File: src/rtl/uart_tx_arbiter_if.sv
`default_nettype none
// ============================================================================
// Module      : uart_tx_arbiter_if
// Description : Byte-producer request bundle shared by NUM_REQ requesters
//               and the UART transmit arbiter.
//               req_valid : per-requester byte valid (producer -> arbiter)
//               req_data  : per-requester byte, requester i in
//                           [i*DATA_BITS +: DATA_BITS] (producer -> arbiter)
//               req_ready : one-hot single-cycle accept pulse (arbiter -> producer)
//               master modport = producer side, slave modport = arbiter side.
// Revision    : 1.0 - initial release
// ============================================================================
interface uart_tx_arbiter_if #(
  parameter int NUM_REQ   = 4,
  parameter int DATA_BITS = 8
);
  logic [NUM_REQ-1:0]           req_valid;
  logic [NUM_REQ*DATA_BITS-1:0] req_data;
  logic [NUM_REQ-1:0]           req_ready;

  modport master (
    output req_valid,
    output req_data,
    input  req_ready
  );

  modport slave (
    input  req_valid,
    input  req_data,
    output req_ready
  );
endinterface
`default_nettype wire

File: src/rtl/uart_tx_arbiter.sv
`default_nettype none
// ============================================================================
// Module      : uart_tx_arbiter
// Description : Round-robin arbiter that shares one UART transmit line among
//               NUM_REQ byte producers and serializes the granted byte as an
//               8N1 frame, one oversample step per baud tick.
//               clock    : system clock
//               reset_n  : asynchronous active-low reset
//               tick     : oversample tick from the baud generator
//               req_if   : request bundle (valid/data in, ready out)
//               start_tx : single-cycle pulse to realign the baud generator
//               tx       : registered serial line, idle high
//               busy     : high from grant until the stop bit completes
//               grant_id : index of the current or last granted requester
// Revision    : 1.0 - initial release
// ============================================================================
module uart_tx_arbiter #(
  parameter int NUM_REQ     = 4,
  parameter int DATA_BITS   = 8,
  parameter int SAMPLE_RATE = 16
) (
  input  wire logic                       clock,
  input  wire logic                       reset_n,
  input  wire logic                       tick,
  uart_tx_arbiter_if.slave                req_if,
  output logic                            start_tx,
  output logic                            tx,
  output logic                            busy,
  output logic [$clog2(NUM_REQ)-1:0]      grant_id
);

  localparam int GW = $clog2(NUM_REQ);
  localparam int CW = $clog2(SAMPLE_RATE + 1);
  localparam int BW = $clog2(DATA_BITS + 1);

  localparam logic [CW-1:0] TICK_LAST = CW'(SAMPLE_RATE - 1);
  localparam logic [BW-1:0] BIT_LAST  = BW'(DATA_BITS - 1);
  localparam logic [GW-1:0] LAST_INIT = GW'(NUM_REQ - 1);

  typedef enum logic [1:0] {
    S_IDLE  = 2'd0,
    S_START = 2'd1,
    S_DATA  = 2'd2,
    S_STOP  = 2'd3
  } state_t;

  state_t                 state_q,     state_d;
  logic [CW-1:0]          tick_cnt_q,  tick_cnt_d;
  logic [BW-1:0]          bit_idx_q,   bit_idx_d;
  logic [DATA_BITS-1:0]   shift_q,     shift_d;
  logic [GW-1:0]          last_q,      last_d;
  logic [GW-1:0]          grant_id_q,  grant_id_d;
  logic [NUM_REQ-1:0]     req_ready_q, req_ready_d;
  logic                   start_tx_q,  start_tx_d;
  logic                   busy_q,      busy_d;
  logic                   tx_q,        tx_d;

  // Round-robin search: first valid requester at or after last+1, wrapping.
  logic                   win_found;
  logic [GW-1:0]          win_idx;
  logic [DATA_BITS-1:0]   win_data;
  int                     cand;
  logic [GW-1:0]          cand_idx;

  always_comb begin
    win_found = 1'b0;
    win_idx   = '0;
    cand      = 0;
    cand_idx  = '0;
    for (int k = 0; k < NUM_REQ; k++) begin
      cand     = (int'(last_q) + 1 + k) % NUM_REQ;
      cand_idx = cand[GW-1:0];
      if (!win_found && req_if.req_valid[cand_idx]) begin
        win_found = 1'b1;
        win_idx   = cand_idx;
      end
    end
  end

  always_comb begin
    win_data = '0;
    for (int i = 0; i < NUM_REQ; i++) begin
      if (win_idx == GW'(i)) begin
        win_data = req_if.req_data[i*DATA_BITS +: DATA_BITS];
      end
    end
  end

  // A bit period closes on the tick that would bring the count to SAMPLE_RATE.
  logic period_end;
  assign period_end = tick && (tick_cnt_q == TICK_LAST);

  always_comb begin
    state_d     = state_q;
    tick_cnt_d  = tick_cnt_q;
    bit_idx_d   = bit_idx_q;
    shift_d     = shift_q;
    last_d      = last_q;
    grant_id_d  = grant_id_q;
    busy_d      = busy_q;
    req_ready_d = '0;
    start_tx_d  = 1'b0;
    tx_d        = 1'b1;

    unique case (state_q)
      S_IDLE: begin
        tick_cnt_d = '0;
        bit_idx_d  = '0;
        if (win_found) begin
          shift_d     = win_data;
          grant_id_d  = win_idx;
          last_d      = win_idx;
          req_ready_d = NUM_REQ'(1) << win_idx;
          start_tx_d  = 1'b1;
          busy_d      = 1'b1;
          state_d     = S_START;
        end
      end

      S_START: begin
        if (tick) begin
          if (period_end) begin
            tick_cnt_d = '0;
            bit_idx_d  = '0;
            state_d    = S_DATA;
          end else begin
            tick_cnt_d = tick_cnt_q + CW'(1);
          end
        end
      end

      S_DATA: begin
        if (tick) begin
          if (period_end) begin
            tick_cnt_d = '0;
            shift_d    = shift_q >> 1;
            if (bit_idx_q == BIT_LAST) begin
              state_d = S_STOP;
            end else begin
              bit_idx_d = bit_idx_q + BW'(1);
            end
          end else begin
            tick_cnt_d = tick_cnt_q + CW'(1);
          end
        end
      end

      S_STOP: begin
        if (tick) begin
          if (period_end) begin
            tick_cnt_d = '0;
            busy_d     = 1'b0;
            state_d    = S_IDLE;
          end else begin
            tick_cnt_d = tick_cnt_q + CW'(1);
          end
        end
      end

      default: begin
        state_d = S_IDLE;
      end
    endcase

    // The line level is derived from the next state so that tx itself can be
    // a flop and still change on the same edge as the state register.
    unique case (state_d)
      S_START: tx_d = 1'b0;
      S_DATA:  tx_d = shift_d[0];
      default: tx_d = 1'b1;
    endcase
  end

  always_ff @(posedge clock or negedge reset_n) begin
    if (!reset_n) begin
      state_q     <= S_IDLE;
      tick_cnt_q  <= '0;
      bit_idx_q   <= '0;
      shift_q     <= '0;
      last_q      <= LAST_INIT;
      grant_id_q  <= '0;
      req_ready_q <= '0;
      start_tx_q  <= 1'b0;
      busy_q      <= 1'b0;
      tx_q        <= 1'b1;
    end else begin
      state_q     <= state_d;
      tick_cnt_q  <= tick_cnt_d;
      bit_idx_q   <= bit_idx_d;
      shift_q     <= shift_d;
      last_q      <= last_d;
      grant_id_q  <= grant_id_d;
      req_ready_q <= req_ready_d;
      start_tx_q  <= start_tx_d;
      busy_q      <= busy_d;
      tx_q        <= tx_d;
    end
  end

  assign req_if.req_ready = req_ready_q;
  assign start_tx         = start_tx_q;
  assign tx               = tx_q;
  assign busy             = busy_q;
  assign grant_id         = grant_id_q;

endmodule
`default_nettype wire

File: src/flat_wrapper.sv
// flat-port wrapper written by rule: the top's interface ports become plain ports
module uart_tx_arbiter_flat 
#(
  parameter int NUM_REQ     = 4,
  parameter int DATA_BITS   = 8,
  parameter int SAMPLE_RATE = 16
)
  (clock, reset_n, tick, start_tx, tx, busy, grant_id, req_if_req_valid, req_if_req_data, req_if_req_ready);
  uart_tx_arbiter_if #(.NUM_REQ(NUM_REQ), .DATA_BITS(DATA_BITS)) req_if_i ();
  input  wire logic clock;
  input  wire logic reset_n;
  input  wire logic tick;
  output logic start_tx;
  output logic tx;
  output logic busy;
  output logic [$clog2(NUM_REQ)-1:0] grant_id;
  input wire logic [$bits(req_if_i.req_valid)-1:0] req_if_req_valid;
  input wire logic [$bits(req_if_i.req_data)-1:0] req_if_req_data;
  output wire logic [$bits(req_if_i.req_ready)-1:0] req_if_req_ready;
  assign req_if_i.req_valid = req_if_req_valid;
  assign req_if_i.req_data = req_if_req_data;
  assign req_if_req_ready = req_if_i.req_ready;
  uart_tx_arbiter #(.NUM_REQ(NUM_REQ), .DATA_BITS(DATA_BITS), .SAMPLE_RATE(SAMPLE_RATE)) u_core (.clock(clock), .reset_n(reset_n), .tick(tick), .req_if(req_if_i), .start_tx(start_tx), .tx(tx), .busy(busy), .grant_id(grant_id));
endmodule
File: config.mk
export PLATFORM = sky130hd
export DESIGN_NAME = uart_tx_arbiter_flat
export DESIGN_NICKNAME = d
export VERILOG_FILES = /design/src/rtl/uart_tx_arbiter_if.sv /design/src/rtl/uart_tx_arbiter.sv /design/src/flat_wrapper.sv
export SDC_FILE = /design/constraint.sdc
export NUM_CORES = 1
export LEC_CHECK = 0
export ABC_CLOCK_PERIOD_IN_PS = 2700
export CORE_MARGIN = 5
export CORE_UTILIZATION = 34
export DETAILED_ROUTE_END_ITERATION = 7
export PLACE_DENSITY = 0.71
export SLEW_MARGIN = 20
export SYNTH_ARGS = -nofsm -noshare
export SYNTH_HDL_FRONTEND = slang
export SYNTH_SLANG_ARGS = --single-unit
export TNS_END_PERCENT = 100
File: constraint.sdc
create_clock -name clock -period 2.7 [get_ports clock]
set_clock_uncertainty 0.2 [all_clocks]
set_input_delay 0.27 -clock clock [delete_from_list [all_inputs] [get_ports clock]]
set_output_delay 0.27 -clock clock [all_outputs]
set_load 0.02 [all_outputs]
# ---- Yosys cells after proc, flatten, opt, wreduce, memory -nomap -nowiden
# Index checks and enable logic that the tools add are counted.
dict set report op_classes {
  add_sub_neg 6
  muxes 51
  order_cmp 4
  n_shift 1
  reduce_logical 17
  eq_ne 19
}
# operator n
set op_table {}
lappend op_table {{$mux W8} 7}
lappend op_table {{$mux W4} 7}
lappend op_table {{$mux W2} 12}
lappend op_table {{$pmux W8 S2} 1}
lappend op_table {{$mux W1} 13}
lappend op_table {{$lt A2 B3 Y1 const B} 4}
lappend op_table {{$pmux W4 S3} 1}
lappend op_table {{$eq A2 B2 Y1 const B} 5}
lappend op_table {{$mux W5} 2}
lappend op_table {{$ne A2 B1 Y1 const B} 5}
lappend op_table {{$pmux W5 S2} 1}
lappend op_table {{$bmux W1 S2} 4}
lappend op_table {{$ne A2 B2 Y1 const B} 4}
lappend op_table {{$pmux W2 S4} 1}
lappend op_table {{$reduce_and A4 Y1} 2}
lappend op_table {{$eq A2 B1 Y1 const B} 3}
lappend op_table {{$reduce_and A6 Y1} 1}
lappend op_table {{$add A5 B1 Y5 const B} 1}
lappend op_table {{$eq A5 B4 Y1 const B} 1}
lappend op_table {{$add A2 B1 Y2 const B} 2}
lappend op_table {{$add A2 B2 Y2 const B} 2}
lappend op_table {{$add A4 B1 Y4 const B} 1}
lappend op_table {{$eq A4 B3 Y1 const B} 1}
lappend op_table {{$logic_and A1 B1 Y1} 4}
lappend op_table {{other kinds (8)} 13}
dict set report word_totals {
  output_inout_bits 9
  reg_bits 30
  inputBits 39
}

# ---- Depth between registers and ports, before layout
# Gate-level depths: netlist of run 1.
dict set report logic_depth {
  word_depth 21
  depth_mapped 8
  depth_no_buf 7
}

# ---- Worst setup path before layout of run 1
# No wires, ideal clock.
dict set report synth_timing {
  path_type {register to register}
  from {register u_core.last_q[1]}
  to {register u_core.shift_q[7]}
  slack_ps 554
  stages_incl_launch_ff 7
  arrival_time_ps 1827
  t_required_ps 2382
  cell_sequence {dfstp_2 and2b_1 o31ai_2 buf_6 mux4_2 a22oi_2 o21ai_2}
}
dict set report synth_via {
  elab_chain_cells 20
  word_cells_on_any_way 38
  classes_between {add/sub (4); eq/ne (4); mux (22); reduce/logical (8)}
}
# item line_no
set synth_rtl {}
lappend synth_rtl {{start, declared} uart_tx_arbiter.sv:51} ;# logic [GW-1:0] last_q, last_d;
lappend synth_rtl {{start signal, assigned} uart_tx_arbiter.sv:191} ;# last_q <= last_d;
lappend synth_rtl {{$add A2 B1 Y2 (*)} uart_tx_arbiter.sv:71} ;# cand = (int'(last_q) + 1 + k) % NUM_REQ;
lappend synth_rtl {{parallel branches: the longest is 19 deep, another holds $add A2 B2 Y2} n/a}
lappend synth_rtl {{end signal, assigned} uart_tx_arbiter.sv:190} ;# shift_q <= shift_d;
lappend synth_rtl {{end, declared} uart_tx_arbiter.sv:50} ;# logic [DATA_BITS-1:0] shift_q, shift_d;
# Mark *: on every way between the ends. The select of a mux whose other input is x is not followed.
# A chain may end at the register's enable or synchronous reset.

# ---- Worst setup path in the final report of run 1
# Same ends and word-level chain as after synthesis.

==> flow_summary.toml, run 1 <==
[cells_and_area]
final_cell_mix = "clkdlybuf4s50_1 (47), dfrtp_1 (27), nand2_1 (17), nor2_1 (17), mux2i_1 (10)"
layout_commonest_cell = "clkdlybuf4s50_1"
area_delta_synth_final_pct = 36.1
fin_util_pct = 47.5
diodes = 0
drive_gt1_share_pct = 17.5
nNetsFinal = 269

[grt]
antenna_found_initial = 0
track_usage_pct = 12.8
grt_pass1_wl_um = 6700
gr-total-overflow = 0
grt_max_degree = 31
first_global_vias = 1486

[routing]
top_layer = "met4"
drt_iter0_drc = 83
wl_um = 3970
wl_per_cell_um = 13.3
ant_nets = 0
drt_first_pass_iters = 4
post-route-drc-count = 0
vias = 1496
drt-met1-wl_um = 1740
wl_met3_um = 225
wl_met2_um = 1990
vias_per_cell = 5.00

[worst_setup_path]
critPathLaunchType = "flip-flop"
endpoint_kind = "flip-flop"
slowest_delay_ns = 0.59
path_max_fanout = 7
crit_family = "flip-flops"
cp_slowest_cell = "dfstp_2"
cp_num_buf_inv = 0
path_class = "flip-flop to flip-flop"
cp_data_arrival_time_ns = 2.09
worstRegToRegCells = 5
cp.depth = 5
path_cells = "and2b_1 > o31ai_2 > mux4_2 > a22oi_2 > o21ai_2"
required_ns = 2.65

[placed_design]
dp.final_hpwl_um = 3050
place.gp.congestion = 0.770
io_buffers = 47

[clocking]
clock-sinks = 30
clk_latency_ns = 0.28
cts_root_buffer = "clkbuf_8"
ctsHoldBuffers = 0
htree_levels = 2
clockBufferDepth = 2
clk_pin_slew_ns = 0.07
cts_tree = "yes"
postCtsSetupBuffers = 0
cts_made_buffers = 5
cts-resized-gates = 0

[sta]
clock.fmax_mhz = 468
tightestPinTransition_ns = 0.668
final.setup.tns_ns = 0
finalCriticalPeriod_ns = 2.14
period_share_pct = 79.1
slew_viol_final = 0
finalSetupViolCount = 0
slew_headroom_pct = 55.4
rsz0062_at_grt = "false"
finalHoldViolCount = 0

[yosys]
synth_edf_count = 0
synthCells = 175
yosys.area_share.simple_pct = 19.6
synthFlopType = "dfrtp_1"
synth_top_family_by_area = "simple AND/OR/NAND/NOR gates"
synth_seq_cells = 30
ys_seq_area_share_pct = 42.3
synthMuxAreaShare_pct = 11.3
synth_area_sq_um = 1780
synth_largest_area_cell = "dfrtp_1"
yosys_warnings = 0
syn_nets = 216
syn_avg_cell_area_sq_um = 10.2
synth_cell_types = 46
synth_area_leaders = "dfrtp_1 (38%), mux2i_1 (5.6%), dfstp_2 (4.4%)"
synth_compound_area_share_pct = 18.5
synthAdderAreaFrac_pct = 1.40
yosysTopAreaCellShare_pct = 37.9
synth_xor_area_share_pct = 0.982
async_flop_share_pct = 100

[pwr]
leakage_nw = 1.03
irDropWorstVdd_uv = 326
p_per_area_nw_per_um2 = 826

[die]
die_width_um = 82.4
row_count = 26
fp.dieArea_sq_um = 6790
ios = 48
start_util_pct = 34.9
die_y_um = 82.4
core_area_sq_um = 5110

[run_status]
status = "finished, final reports clean"

[worst_hold_path]
hp-class = "input pin to asynchronous set/reset pin"

[run]
maxCapViolations = 0
path summary, 6_finish.rpt:
path	start	endpoint	slack, ns
worst max-delay path	u_core.last_q[1]$_DFFE_PN1P_	u_core.shift_q[7]$_DFFE_PN0P_	0.56
worst min-delay path	reset_n	u_core.req_if.req_ready[3]$_DFF_PN0_	0.18
worst max register to register	u_core.last_q[1]$_DFFE_PN1P_	u_core.shift_q[7]$_DFFE_PN0P_	0.56
worst min register to register	u_core.grant_id[1]$_DFFE_PN0P_	u_core.grant_id[1]$_DFFE_PN0P_	0.30
max in group asynchronous	reset_n	u_core.tx$_DFF_PN1_	1.81
min in group clock	u_core.grant_id[1]$_DFFE_PN0P_	u_core.grant_id[1]$_DFFE_PN0P_	0.30
cells by family after synthesis:
kind of cell / count (synthesis)
buf+inv: 13
simple gates: 65
flops: 30
xor+xnor: 2
compound gates: 45
mux: 18
fa+ha+maj: 2
registers in the layout, indices dropped and copies added, names as in the netlist:
register and flops:
u_core.busy 1, u_core.grant_id 2, u_core.start_tx 1, u_core.bit_idx_q 4
u_core.tx 1, u_core.last_q 2, u_core.req_if.req_ready 4, u_core.state_q 2
u_core.tick_cnt_q 5, u_core.shift_q 8
per-layer routing:
metal	global-route usage, %	vias up
met5	0	-
met4	2.99	0
met3	4.23	2
met2	21.9	31
met1	15.5	715
li1	-	748
worst reg2reg max path: cells and delay by family, from the launching register on:
family	cells	cell delay [ns]
DFF	1	0.59
AOI/OAI and AO/OA	3	0.47
and+or+nand+nor	1	0.20
muxes	1	0.54
power breakdown:
part	total (mW)	internal (mW)	switching, mW
logic	0.854	0.448	0.406
clock network	0.377	0.205	0.172
registers	0.775	0.616	0.159
cell usage after synthesis, types with 3 or more instances:
cell type   n
dfrtp_1    27
nand2_1    17
nor2_1     17
mux2i_1    10
nand3_1     9
a21oi_1     8
a22o_1      8
a22oi_1     7
mux2_2      7
buf_6       6
o211ai_1    6
o21ai_0     4
dfstp_2     3
inv_1       3
nand2b_1    3
per-stage QoR:
step / power (mW) / hold slack (ns) / cell area [sq um] / cells / worst slack (ns)
after floorplan: 1.39 / -0.226 / 1780 / 175 / 0.554
after global placement: 1.62 / 0.266 / 2330 / 291 / 0.324
after detailed placement: 1.65 / 0.288 / 2330 / 291 / 0.285
after CTS: 2.03 / 0.189 / 2430 / 299 / 0.548
after global routing: 2.17 / 0.222 / 2430 / 299 / 0.431
final: 2.01 / 0.179 / 2430 / 299 / 0.563
area by class of cell:
type	instances	area, sq um
sequential	30	754
timing repair buffer	56	551
tap	70	87.6
clock inverter	2	12.5
inverter	3	11.3
multi-input combinational	132	928
clock buffer	6	82.6
fill	486	2680
No activity file was read; power rests on OpenSTA's default activity.
==> run 2: changes to the inputs <==
--- a/config.mk
+++ b/config.mk
@@ -5,7 +5,7 @@
 export SDC_FILE = /design/constraint.sdc
 export NUM_CORES = 1
 export LEC_CHECK = 0
-export ABC_CLOCK_PERIOD_IN_PS = 2700
+export ABC_CLOCK_PERIOD_IN_PS = 2200
 export CORE_MARGIN = 5
 export CORE_UTILIZATION = 34
 export DETAILED_ROUTE_END_ITERATION = 7
==> constraint.sdc (replaced) <==
create_clock -name clock -period 2.2 [get_ports clock]
set_clock_uncertainty 0.2 [all_clocks]
set_input_delay 0.22 -clock clock [delete_from_list [all_inputs] [get_ports clock]]
set_output_delay 0.22 -clock clock [all_outputs]
set_load 0.02 [all_outputs]
==> flow_summary.toml, run 2 (synthesis results as in run 1) <==
[clocking]
cts_made_buffers = 5
cts_tree = "yes"
clk_latency_ns = 0.28
clockBufferDepth = 2
htree_levels = 2
clock-sinks = 30
cts_root_buffer = "clkbuf_8"
clk_pin_slew_ns = 0.07
ctsHoldBuffers = 0

[worst_setup_path]
cp_data_arrival_time_ns = 2.11
cp_slowest_cell = "dfstp_2"
endpoint_kind = "flip-flop"
worstRegToRegCells = 5
critPathLaunchType = "flip-flop"
path_class = "flip-flop to flip-flop"
startpoint = "u_core.last_q[1]$_DFFE_PN1P_"
slowest_delay_ns = 0.60
path_max_fanout = 7
cp_num_buf_inv = 0
crit_family = "flip-flops"
cp.depth = 5
reg2reg_from = "u_core.last_q[1]$_DFFE_PN1P_"
path_cells = "and2b_1 > o31ai_2 > mux4_2 > a22oi_2 > o21ai_2"
required_ns = 2.16

[sta]
rsz0062_at_grt = "false"
slew_viol_final = 0
clock.fmax_mhz = 466
period_share_pct = 97.5
final.setup.tns_ns = 0
finalHoldViolCount = 0
finalSetupViolCount = 0
tightestPinTransition_ns = 0.429
finalCriticalPeriod_ns = 2.15
slew_headroom_pct = 71.2

[cells_and_area]
top_regs = "u_core.shift_q x8, u_core.tick_cnt_q x5"
largest_register = "u_core.shift_q"
largest_register_ffs = 8
layout_commonest_cell = "clkdlybuf4s50_1"
drive_gt1_share_pct = 21.7
final_cell_mix = "clkdlybuf4s50_1 (47), dfrtp_1 (27), buf_4 (19), nand2_1 (17), nor2_1 (17)"
area_delta_synth_final_pct = 40.9
nNetsFinal = 280
diodes = 0
fillers = 491

[pwr]
leakage_nw = 1.08
power_mw = 2.53
switching_share_pct = 36.4
p_per_area_nw_per_um2 = 1010
irDropWorstVdd_uv = 458
power.share.clock_pct = 18.5
p_sw_mw = 0.923
sequentialPowerShare_pct = 36.6
p_int_mw = 1.61
pwr-share-comb_pct = 45.0

[die]
fp.dieArea_sq_um = 6790
row_count = 26
die_y_um = 82.4
core_area_sq_um = 5110
start_util_pct = 34.9
die_width_um = 82.4
ios = 48

[grt]
gr-total-overflow = 0
grt_max_degree = 31
antenna_found_initial = 0
top_usage_layer = "met2"
track_usage_pct = 12.8
use_met3_pct = 4.66
grt_pass1_wl_um = 6730
use_met1_pct = 16.4
gr-usage-met2_pct = 20.8
first_global_vias = 1477

[placed_design]
dp.final_hpwl_um = 3090
place.gp.congestion = 0.788
io_buffers = 47

[routing]
ant_nets = 0
wl_per_cell_um = 13.0
drt_first_pass_iters = 4
vias = 1541
post-route-drc-count = 0
drt_iter0_drc = 53
vias_per_cell = 4.97
wl_um = 4020

[run_status]
status = "finished, final reports clean"

[run]
maxCapViolations = 0

[worst_hold_path]
hp-class = "input pin to asynchronous set/reset pin"
## run 2: cell count changes in the layout (fill, tap and decap cells not counted)
| cell | previous run | this run |
|---|---|---|
| buf_4 | 8 | 19 |
| or2_1 | 2 | 1 |
| or2_4 | 0 | 1 |
## run 2: layout make-up
type | instances | area, sq um | share of cell area, %
Multi-Input combinational cell | 132 | 931 | 37.1
Sequential cell | 30 | 754 | 30.0
Timing Repair Buffer | 67 | 633 | 25.2
Tap cell | 70 | 87.6 | 3.49
Clock buffer | 6 | 82.6 | 3.29
Clock inverter | 2 | 12.5 | 0.498
Inverter | 3 | 11.3 | 0.448
## run 2: through the flow
stage / hold WS (ns) / std cells / cell area (sq um) / setup WS (ns) / utilization (%)
2_1_floorplan: -0.276 / 175 / 1780 / 0.0543 / -
3_3_place_gp: 0.264 / 301 / 2410 / -0.0611 / 47.1
3_5_place_dp: 0.276 / 301 / 2410 / -0.113 / 47.1
4_1_cts: 0.140 / 309 / 2500 / 0.0506 / 49.0
5_1_grt: 0.174 / 310 / 2510 / 0.00213 / 49.2
6_report: 0.133 / 310 / 2510 / 0.0544 / 49.2
## run 2: repair_timing
action	4_1_cts	5_1_grt
gates resized for setup	0	1
endpoints found under the hold margin	0	0
setup endpoints to repair	0	7
buffers inserted	0	1
## run 2: path summary, 6_finish.rpt
path / end / slack, ns
worst max register to register: u_core.shift_q[7]$_DFFE_PN0P_ / 0.05
min in group clock: u_core.grant_id[1]$_DFFE_PN0P_ / 0.29
worst min-delay path: u_core.tick_cnt_q[3]$_DFFE_PN0P_ / 0.13
worst max-delay path: u_core.shift_q[7]$_DFFE_PN0P_ / 0.05
worst min register to register: u_core.grant_id[1]$_DFFE_PN0P_ / 0.29
max in group asynchronous: u_core.tx$_DFF_PN1_ / 1.35
## run 2: power by group through the flow
stage	Combinational, mW	Clock, mW	Sequential [mW]
6_report	1.14	0.468	0.927
5_1_grt	1.26	0.500	0.955
4_1_cts	1.14	0.478	0.924
3_5_place_dp	1.14	0	0.931
3_3_place_gp	1.12	0	0.928
2_1_floorplan	0.785	0	0.924
## run 2: metal layers
| metal | share of wire, % | vias to the layer above | routed length, um |
|---|---|---|---|
| li1 | - | 768 | - |
| met1 | 45 | 735 | 1830 |
| met2 | 48 | 34 | 1920 |
| met3 | 6.0 | 4 | 241 |
| met4 | 0.67 | 0 | 27 |
| met5 | 0 | - | 0 |
==> run 3: changes to the inputs <==
--- a/config.mk
+++ b/config.mk
@@ -8,8 +8,10 @@
 export ABC_CLOCK_PERIOD_IN_PS = 2200
 export CORE_MARGIN = 5
 export CORE_UTILIZATION = 34
+export CTS_BUF_LIST = sky130_fd_sc_hd__clkbuf_8
 export DETAILED_ROUTE_END_ITERATION = 7
 export PLACE_DENSITY = 0.71
+export REMOVE_ABC_BUFFERS = 1
 export SLEW_MARGIN = 20
 export SYNTH_ARGS = -nofsm -noshare
 export SYNTH_HDL_FRONTEND = slang
==> flow_summary.toml, run 3 (synthesis results as in run 1) <==
[run_status]
status = "finished, final reports clean"

[sta]
rsz0062_at_grt = "false"
fin_hold_ws_ns = 0.141
tightestPinTransition_ns = 0.423
clock.fmax_mhz = 483
slew_headroom_pct = 71.6
slew_viol_final = 0
finalSetupViolCount = 0
fin_ws_ns = 0.129
finalCriticalPeriod_ns = 2.07
finalHoldViolCount = 0
period_share_pct = 94.1

[worst_setup_path]
cp_data_arrival_time_ns = 2.03
path_max_fanout = 7
critPathLaunchType = "flip-flop"
path_class = "flip-flop to flip-flop"
required_ns = 2.15
endpoint_kind = "flip-flop"

[run]
maxCapViolations = 0

[die]
die_width_um = 82.4
start_util_pct = 34.9
core_area_sq_um = 5110
row_count = 26
die_y_um = 82.4
fp.dieArea_sq_um = 6790
ios = 48

[routing]
wl_um = 4160
drt_first_pass_iters = 4
wl_per_cell_um = 13.5
ant_nets = 0
drt_iter0_drc = 72
vias_per_cell = 5.00
vias = 1535
post-route-drc-count = 0

[cells_and_area]
largest_register = "u_core.shift_q"
drive_gt1_share_pct = 19.4
diodes = 0
top_regs = "u_core.shift_q x8, u_core.tick_cnt_q x5"
layout_commonest_cell = "clkdlybuf4s50_1"
area_delta_synth_final_pct = 39.3
largest_register_ffs = 8
fin_util_pct = 48.6
nNetsFinal = 277
finalNonFillerCells = 307
final_cell_mix = "clkdlybuf4s50_1 (47), dfrtp_1 (27), nand2_1 (17), nor2_1 (17), buf_4 (16)"

[placed_design]
dp_slack_ns = -0.105
placedCellCount = 299
io_buffers = 47
place.gp.congestion = 0.823
dp.final_hpwl_um = 3190

[worst_hold_path]
hp-class = "input pin to asynchronous set/reset pin"

[pwr]
leakage_nw = 1.07
irDropWorstVdd_uv = 472
power_mw = 2.45
p_per_area_nw_per_um2 = 987

[clocking]
clk_latency_ns = 0.27
cts_root_buffer = "clkbuf_8"
htree_levels = 2
clk_pin_slew_ns = 0.06
cts_tree = "yes"
ctsHoldBuffers = 0
clockBufferDepth = 2
clock-sinks = 30
cts_made_buffers = 5

[grt]
grt_max_degree = 31
antenna_found_initial = 0
first_global_vias = 1475
track_usage_pct = 13.1
grt_pass1_wl_um = 6910
gr-total-overflow = 0
-- run 3: critical path: stages, from the launching register on --
cell and delay [ns]:
dfstp_2 0.58, and2b_1 0.22, o31ai_4 0.20, mux4_2 0.53, a22oi_2 0.17, o21ai_2 0.06
-- run 3: worst paths after layout --
path,cells past startpoint,slack (ns),endpoint,from
min in group clock,2,0.28,u_core.grant_id[1]$_DFFE_PN0P_,u_core.grant_id[1]$_DFFE_PN0P_
max in group asynchronous,2,1.34,u_core.last_q[0]$_DFFE_PN1P_,reset_n
setup reg to reg,5,0.13,u_core.shift_q[7]$_DFFE_PN0P_,u_core.last_q[1]$_DFFE_PN1P_
setup / recovery,5,0.13,u_core.shift_q[7]$_DFFE_PN0P_,u_core.last_q[1]$_DFFE_PN1P_
hold reg to reg,2,0.28,u_core.grant_id[1]$_DFFE_PN0P_,u_core.grant_id[1]$_DFFE_PN0P_
hold / removal,2,0.14,u_core.tick_cnt_q[4]$_DFFE_PN0P_,reset_n
-- run 3: power breakdown --
group | internal [mW] | switching (mW)
Combinational | 0.584 | 0.540
Clock | 0.210 | 0.190
Sequential | 0.756 | 0.170
Total | 1.55 | 0.900
-- run 3: final cells by class --
cell class | instances | area, sq um
repair buffers | 64 | 611
clock inverters | 3 | 11.3
multi-input cells | 132 | 940
clock buffers | 5 | 68.8
flip-flops and latches | 30 | 754
fillers | 504 | 2620
inverters | 3 | 11.3
well taps | 70 | 87.6
-- run 3: metrics by stage --
step	setup TNS, ns	area [sq um]
after floorplan	-2.99	1690
after global placement	-0.195	2390
after detailed placement	-0.432	2390
after CTS	0	2470
after global routing	0	2480
final	0	2480
-- run 3: per-layer routing --
metal	global-route usage (%)	share of wire, %
met5	0	0
met2	20.5	48
met1	17.1	44
met4	3.16	0.29
met3	4.99	7.7
-- run 3: what timing repair did --
action | 4_1_cts | 5_1_grt
buffers inserted | 0 | 0
resized for setup | 0 | 2
endpoints found under the setup margin | 0 | 7
